==> config.mk <==
export PLATFORM = sky130hd
export DESIGN_NAME = apb_ram_arbiter
export DESIGN_NICKNAME = d
export VERILOG_FILES = /design/src/rtl/apb_ram_arbiter.sv
export SDC_FILE = /design/constraint.sdc
export NUM_CORES = 1
export LEC_CHECK = 0
export ABC_CLOCK_PERIOD_IN_PS = 2600
export CAP_MARGIN = 40
export CORE_MARGIN = 3
export CORE_UTILIZATION = 35
export CTS_CLUSTER_SIZE = 30
export DETAILED_ROUTE_END_ITERATION = 6
export PLACE_DENSITY = 0.7
export SLEW_MARGIN = 20
export SYNTH_ARGS = -nofsm -noshare
export SYNTH_HDL_FRONTEND = slang
export SYNTH_SLANG_ARGS = --single-unit
==> constraint.sdc <==
create_clock -name pclk -period 2.6 [get_ports pclk]
set_clock_uncertainty 0.2 [all_clocks]
set_input_delay 0.39 -clock pclk [delete_from_list [all_inputs] [get_ports pclk]]
set_output_delay 0.39 -clock pclk [all_outputs]
set_load 0.05 [all_outputs]
==> src/rtl/apb_ram_arbiter.sv <==
`default_nettype none
// ============================================================================
// Module   : apb_ram_arbiter
// Purpose  : Round-robin APB master sharing one apb_ram slave between two
//            command sources, with pready timeout abort.
// Revision : 1.0
// ============================================================================
module apb_ram_arbiter #(
  parameter int ADDR_W  = 32,
  parameter int DATA_W  = 32,
  parameter int TIMEOUT = 16
) (
  input  logic              pclk,
  input  logic              presetn,
  input  logic              cmd_valid_0,
  output logic              cmd_ready_0,
  input  logic              cmd_write_0,
  input  logic [ADDR_W-1:0] cmd_addr_0,
  input  logic [DATA_W-1:0] cmd_wdata_0,
  input  logic              cmd_valid_1,
  output logic              cmd_ready_1,
  input  logic              cmd_write_1,
  input  logic [ADDR_W-1:0] cmd_addr_1,
  input  logic [DATA_W-1:0] cmd_wdata_1,
  output logic              rsp_valid_0,
  output logic [DATA_W-1:0] rsp_rdata_0,
  output logic              rsp_err_0,
  output logic              rsp_valid_1,
  output logic [DATA_W-1:0] rsp_rdata_1,
  output logic              rsp_err_1,
  output logic              psel,
  output logic              penable,
  output logic              pwrite,
  output logic [ADDR_W-1:0] paddr,
  output logic [DATA_W-1:0] pwdata,
  input  logic [DATA_W-1:0] prdata,
  input  logic              pready,
  input  logic              pslverr
);

  // Counter holds 0..TIMEOUT-1; the abort fires on the last low-pready cycle.
  localparam int CNT_W = (TIMEOUT < 2) ? 1 : $clog2(TIMEOUT);
  localparam logic [CNT_W-1:0] c_CNT_LAST = CNT_W'(TIMEOUT - 1);

  localparam logic [1:0] c_IDLE   = 2'd0;
  localparam logic [1:0] c_SETUP  = 2'd1;
  localparam logic [1:0] c_ACCESS = 2'd2;

  logic [1:0]       r_state;
  logic             r_owner;
  logic             r_last_grant;
  logic [CNT_W-1:0] r_cnt;

  logic              w_grant_0;
  logic              w_grant_1;
  logic              w_idle;
  logic              w_done;
  logic [DATA_W-1:0] w_rsp_rdata;
  logic              w_rsp_err;

  // On contention the requester that did not win last time gets the bus.
  assign w_grant_0 = cmd_valid_0 && (!cmd_valid_1 ||  r_last_grant);
  assign w_grant_1 = cmd_valid_1 && (!cmd_valid_0 || !r_last_grant);
  assign w_idle    = (r_state == c_IDLE);

  assign cmd_ready_0 = w_idle && w_grant_0;
  assign cmd_ready_1 = w_idle && w_grant_1;

  assign w_done      = (r_state == c_ACCESS) && (pready || (r_cnt == c_CNT_LAST));
  assign w_rsp_rdata = pready ? prdata  : '0;
  assign w_rsp_err   = pready ? pslverr : 1'b1;

  always_ff @(posedge pclk or negedge presetn) begin
    if (!presetn) begin
      r_state      <= c_IDLE;
      r_owner      <= 1'b0;
      r_last_grant <= 1'b1;
      r_cnt        <= '0;
      psel         <= 1'b0;
      penable      <= 1'b0;
      pwrite       <= 1'b0;
      paddr        <= '0;
      pwdata       <= '0;
    end else begin
      case (r_state)
        c_IDLE: begin
          if (w_grant_0 || w_grant_1) begin
            pwrite       <= w_grant_1 ? cmd_write_1 : cmd_write_0;
            paddr        <= w_grant_1 ? cmd_addr_1  : cmd_addr_0;
            pwdata       <= w_grant_1 ? cmd_wdata_1 : cmd_wdata_0;
            r_owner      <= w_grant_1;
            r_last_grant <= w_grant_1;
            psel         <= 1'b1;
            penable      <= 1'b0;
            r_state      <= c_SETUP;
          end
        end
        c_SETUP: begin
          penable <= 1'b1;
          r_cnt   <= '0;
          r_state <= c_ACCESS;
        end
        c_ACCESS: begin
          if (w_done) begin
            psel    <= 1'b0;
            penable <= 1'b0;
            r_state <= c_IDLE;
          end else begin
            r_cnt <= r_cnt + 1'b1;
          end
        end
        default: begin
          psel    <= 1'b0;
          penable <= 1'b0;
          r_state <= c_IDLE;
        end
      endcase
    end
  end

  // Response registers: only the owner's side is ever updated.
  always_ff @(posedge pclk or negedge presetn) begin
    if (!presetn) begin
      rsp_valid_0 <= 1'b0;
      rsp_rdata_0 <= '0;
      rsp_err_0   <= 1'b0;
      rsp_valid_1 <= 1'b0;
      rsp_rdata_1 <= '0;
      rsp_err_1   <= 1'b0;
    end else begin
      rsp_valid_0 <= w_done && !r_owner;
      rsp_valid_1 <= w_done &&  r_owner;
      if (w_done && !r_owner) begin
        rsp_rdata_0 <= w_rsp_rdata;
        rsp_err_0   <= w_rsp_err;
      end
      if (w_done && r_owner) begin
        rsp_rdata_1 <= w_rsp_rdata;
        rsp_err_1   <= w_rsp_err;
      end
    end
  end

endmodule
`default_nettype wire

* Word level (Yosys, flattened, before mapping)
Index checks and enable logic that the tools add are counted.
** Storage, ports and cells
- Input bits :: 168
- Output and inout port bits :: 137
- Word-level logic and storage cells :: 59
- Register bits :: 143
** Operators by class
- Multiplexer cells :: 15
- $add $sub $neg :: 1
- Reduce and logical (&&, ||, !) cells :: 21
- Bitwise gates (word level) :: 1
- Equality and inequality tests :: 6
** Operators by type and width (count)
- 32-bit two-way mux :: 3
- 4-bit one-hot mux with 2 select lines :: 1
- 1-bit logical AND :: 7
- 1-bit one-hot mux with 3 select lines :: 2
- 2-bit one-hot mux with 3 select lines :: 1
- 2-bit AND reduction :: 3
- 1-bit two-way mux :: 5
- 4-bit by 1-bit adder with 4-bit output, second input constant :: 1
- 4-bit equality test, second input constant :: 1
- 1-bit logical NOT :: 4
- 1-bit logical OR :: 4
- 2-bit two-way mux :: 2
- 4-bit two-way mux :: 1
- 2-bit != test, second input constant :: 2
- 3-bit AND reduction :: 1
- 2-bit by 1-bit equality test with 1-bit output, second input constant :: 1
- 2-bit equality test, second input constant :: 1
- 2-bit logical NOT :: 1
- 2-bit by 1-bit != test with 1-bit output, second input constant :: 1
- 2-bit nonzero test :: 1
- 1-bit NOT :: 1

* Logic depth before layout (Yosys ltp)
- Word-level depth :: 6
- Gate-level depth with buffers :: 6
- Gate-level depth less buffers :: 5

* Worst setup path after synthesis
OpenSTA, ideal clock, no wires.
- Path kind :: input to output
- Start point :: input port cmd_valid_1
- End point :: output port cmd_ready_1
- Data arrival time :: 1.949 ns
- Path buffers :: 2
- Stages :: 4
- Setup slack :: 0.061 ns
- Data required time :: 2.010 ns
- Cells stage by stage :: a21bo_2 > buf_6 > buf_6 > nor3_1
** Between the ends
- Longest elaborated chain between the ends :: 2
** Ends and longest elaborated chain
- start: declaration :: RTL line 20 : input logic cmd_valid_1,
- 1-bit logical AND :: RTL line 63 : assign w_grant_1 = cmd_valid_1 && (!cmd_valid_0 || !r_last_grant);
- 1-bit logical AND :: RTL line 67 : assign cmd_ready_1 = w_idle && w_grant_1;
- end: declaration :: RTL line 21 : output logic cmd_ready_1,
No other way between the ends.

* Final worst setup path
- Start point :: register penable
- End point :: output port penable
** RTL lines
- start: declaration :: RTL line 32 : output logic penable,
- start signal: assignment :: RTL line 80 : penable <= 1'b0;
- start signal: assignment :: RTL line 94 : penable <= 1'b0;
- start signal: assignment :: RTL line 99 : penable <= 1'b1;
No word-level cell between the ends.

==> results.md <==
* Post-Syn Nets at 587
* Max Freq at 397.1 MHz
* #FFs+latches synth at 142
* Die X at 141.4 um
* Clk buf depth at 2
* R2r setup slk at 0.54 ns
* Total of max-cap violations at 0
* Switch share at 0.4489
* CP arrival at 1.93 ns
* CTS H-tree depth at 4
* Final hold vios at 0
* Clock sinks at 142
* CP required at 2.01 ns
* WL per Instance at 19.87 um
* P per Cell Area at 1455 nW/um2
* Seq/Total Area, Yosys at 0.5541
* Status: complete, no violations
* Ys Warns at 0
* Row cnt at 48
* Starting DRT DRC Count at 180
* Family with the most delay on the worst path: buffers and inverters
* Worst-margin pin slew at 0.6900 ns
* Post-place instance area at 9842 um2
* Vias per cell at 5.084
* Startpoint Class: register
* Crit end category: output port
* Post-Synth Adder-Cell Area at 0.001950
* PortBufs at 304
* Worst VDD drop at 0.0008435 V
* Synth Area in Compound Gates at 0.1229
* Synth top area share at 0.5500
* Fin nets at 902
* Post-synthesis cell count at 418
* Diodes inserted at 0
* Final worst path period share at 0.9686
* CP max stage cell: clkdlybuf4s50_1
* Combinational power share at 0.573
* Die area at 19990 um2
* WS Path Type: register to output port
* Design Power at 15.26 mW
* DRC at 0
* WP buf/inv at 1
* Post-CTS Hold Fix Bufs at 1
* Largest family of logic cells by synthesized area: multiplexers
* CP cell instances: clkdlybuf4s50_1
* Synth Area in XOR/XNOR at 0
* Slowest cell delay on critical path at 0.91 ns
* Share of cells above drive strength 1 at 0.2654
* CTS buffer count at 17
* Setup violations, final at 0
* Setup bufs post-CTS at 0
* Internal power at 8.409 mW
* Post-synth ARST share at 1.000
* Clk Latency, worst-skew pair at 0.41 ns
* Commonest non-fill, non-tap cell in the layout: clkdlybuf4s50_1
* Largest net degree at the start of global routing at 69
* Synth Flop Type: dfrtp_1
* First-pass GRT wire length at 30.09 mm
* Synth Area in Simple Gates at 0.01794
* GR Util All Layers at 0.1929
* RSZ-0062 raised after global routing: no
* Post-synth EDFFs at 0
* Pre-antenna DRT Iters at 4
* WL final at 19.29 mm
* CP max FO at 14
* Setup_tns at 0 ns
* Commonest cells after routing, fill and taps aside: 300 x clkdlybuf4s50_1, 141 x dfrtp_1, 69 x mux2_4
* Root Driver: clkbuf_16
* Max-slew violations at 0
* CORE AREA at 17600 um2
* Clock group share of total power at 0.171
* Remaining antenna violation count after routing at 0
* CTS tree: yes
* Leakage power at 4.472 nW
* HP Class: primary input to register
* Distinct cells, synth at 33
* Reg power frac at 0.257
* Detailed Place HPWL at 14.34 mm
* Area leader, netlist: dfrtp_1
* Post-CTS sizing at 0
* Routability cong. at 0.7608
* Slew margin rel. at 0.5400
* CTS clk-pin slew, worst paths at 0.06 ns
* Leading post-synthesis cells by cell area: dfrtp_1 55%, mux2_4 16%, mux2_2 11%, a32o_1 10%, buf_2 0.94%
* Via count at 4937
* Fin crit period at 2.518 ns
* Synth-to-Final Area Change at 63.47%
* GR Overflow Total at 0
* Die Ht at 141.4 um
* Antenna violations before repair at 0
* Vias in the first global route at 5468
* Starting Density at 0.3645
* Syn Std Cell Area at 6415 um2
* Num ports at 305
* Net Sw Power at 6.849 mW
* Syn Area/Cell at 15.35 um2
* Mux share of post-synthesis cell area at 0.2686
* Fin area at 10490 um2
==> routing by layer <==
layer,GRT usage,share of wire
met5,0,0
met2,0.3441,0.53
met4,0.04495,0.013
met1,0.2201,0.37
met3,0.07246,0.087
==> metrics by stage <==
step	hold slack, ns	setup slack [ns]	utilization	cells
2_1_floorplan	-0.1056	0.06120	-	418
3_3_place_gp	0.1829	0.1476	0.5593	938
3_5_place_dp	0.1882	0.1008	0.5593	938
4_1_cts	0.1592	0.06712	0.5959	971
5_1_grt	0.1892	0.004984	0.5959	971
6_report	0.1821	0.08170	0.5959	971
==> power groups by stage <==
stage | logic (mW) | registers, mW | clock network, mW
2_1_floorplan | 2.24 | 7.34 | 0
3_3_place_gp | 8.68 | 3.90 | 0
3_5_place_dp | 8.81 | 3.94 | 0
4_1_cts | 8.82 | 3.93 | 2.68
5_1_grt | 9.08 | 4.06 | 2.79
6_report | 8.74 | 3.92 | 2.60
==> cells in the mapped netlist, types with 2 or more instances <==
cell type    n
dfrtp_1    141
mux2_4      69
a32o_1      64
mux2_2      61
clkbuf_1    16
buf_2       12
a21oi_1      6
buf_6        5
buf_4        4
inv_1        4
a31oi_1      3
nand2_1      3
nor2_1       3
a211oi_1     2
a2bb2oi_1    2
and4b_1      2
nand2b_1     2
nor2b_1      2
o21a_1       2
o21ai_0      2
==> cells by family after synthesis <==
group,Yosys count
compound gates,86
fa+ha+maj,1
buf+inv,41
flops,142
mux,130
simple gates,18
==> area by class of cell <==
class / count / area [um2]
inverters: 4 / 15.01
repair buffers: 333 / 3342
flip-flops and latches: 142 / 3555
clock buffers: 18 / 429.2
clock inverters: 14 / 205.2
fillers: 1352 / 7111
multi-input cells: 235 / 2659
well taps: 225 / 281.5
==> worst paths after layout <==
path                            cells past startpoint            from               to
worst max-delay path                                1         penable          penable
worst min-delay path                                3          pready          penable
worst max register to register                      4         penable       pwdata[25]
worst min register to register                      1  rsp_rdata_1[2]   rsp_rdata_1[2]
max in group asynchronous                           3         presetn  rsp_rdata_0[13]
min in group asynchronous                           2         presetn  rsp_rdata_1[27]
==> sequential cells by signal, indices dropped and copies added (netlist names) <==
register	flops
paddr	32
pwdata	32
rsp_rdata_0	32
rsp_rdata_1	32
r_cnt	4
penable	1
psel	1
pwrite	1
r_last_grant	1
r_owner	1
r_state	1
rsp_err_0	1
rsp_err_1	1
rsp_valid_0	1
rsp_valid_1	1
(Power assumes the default switching activity.)
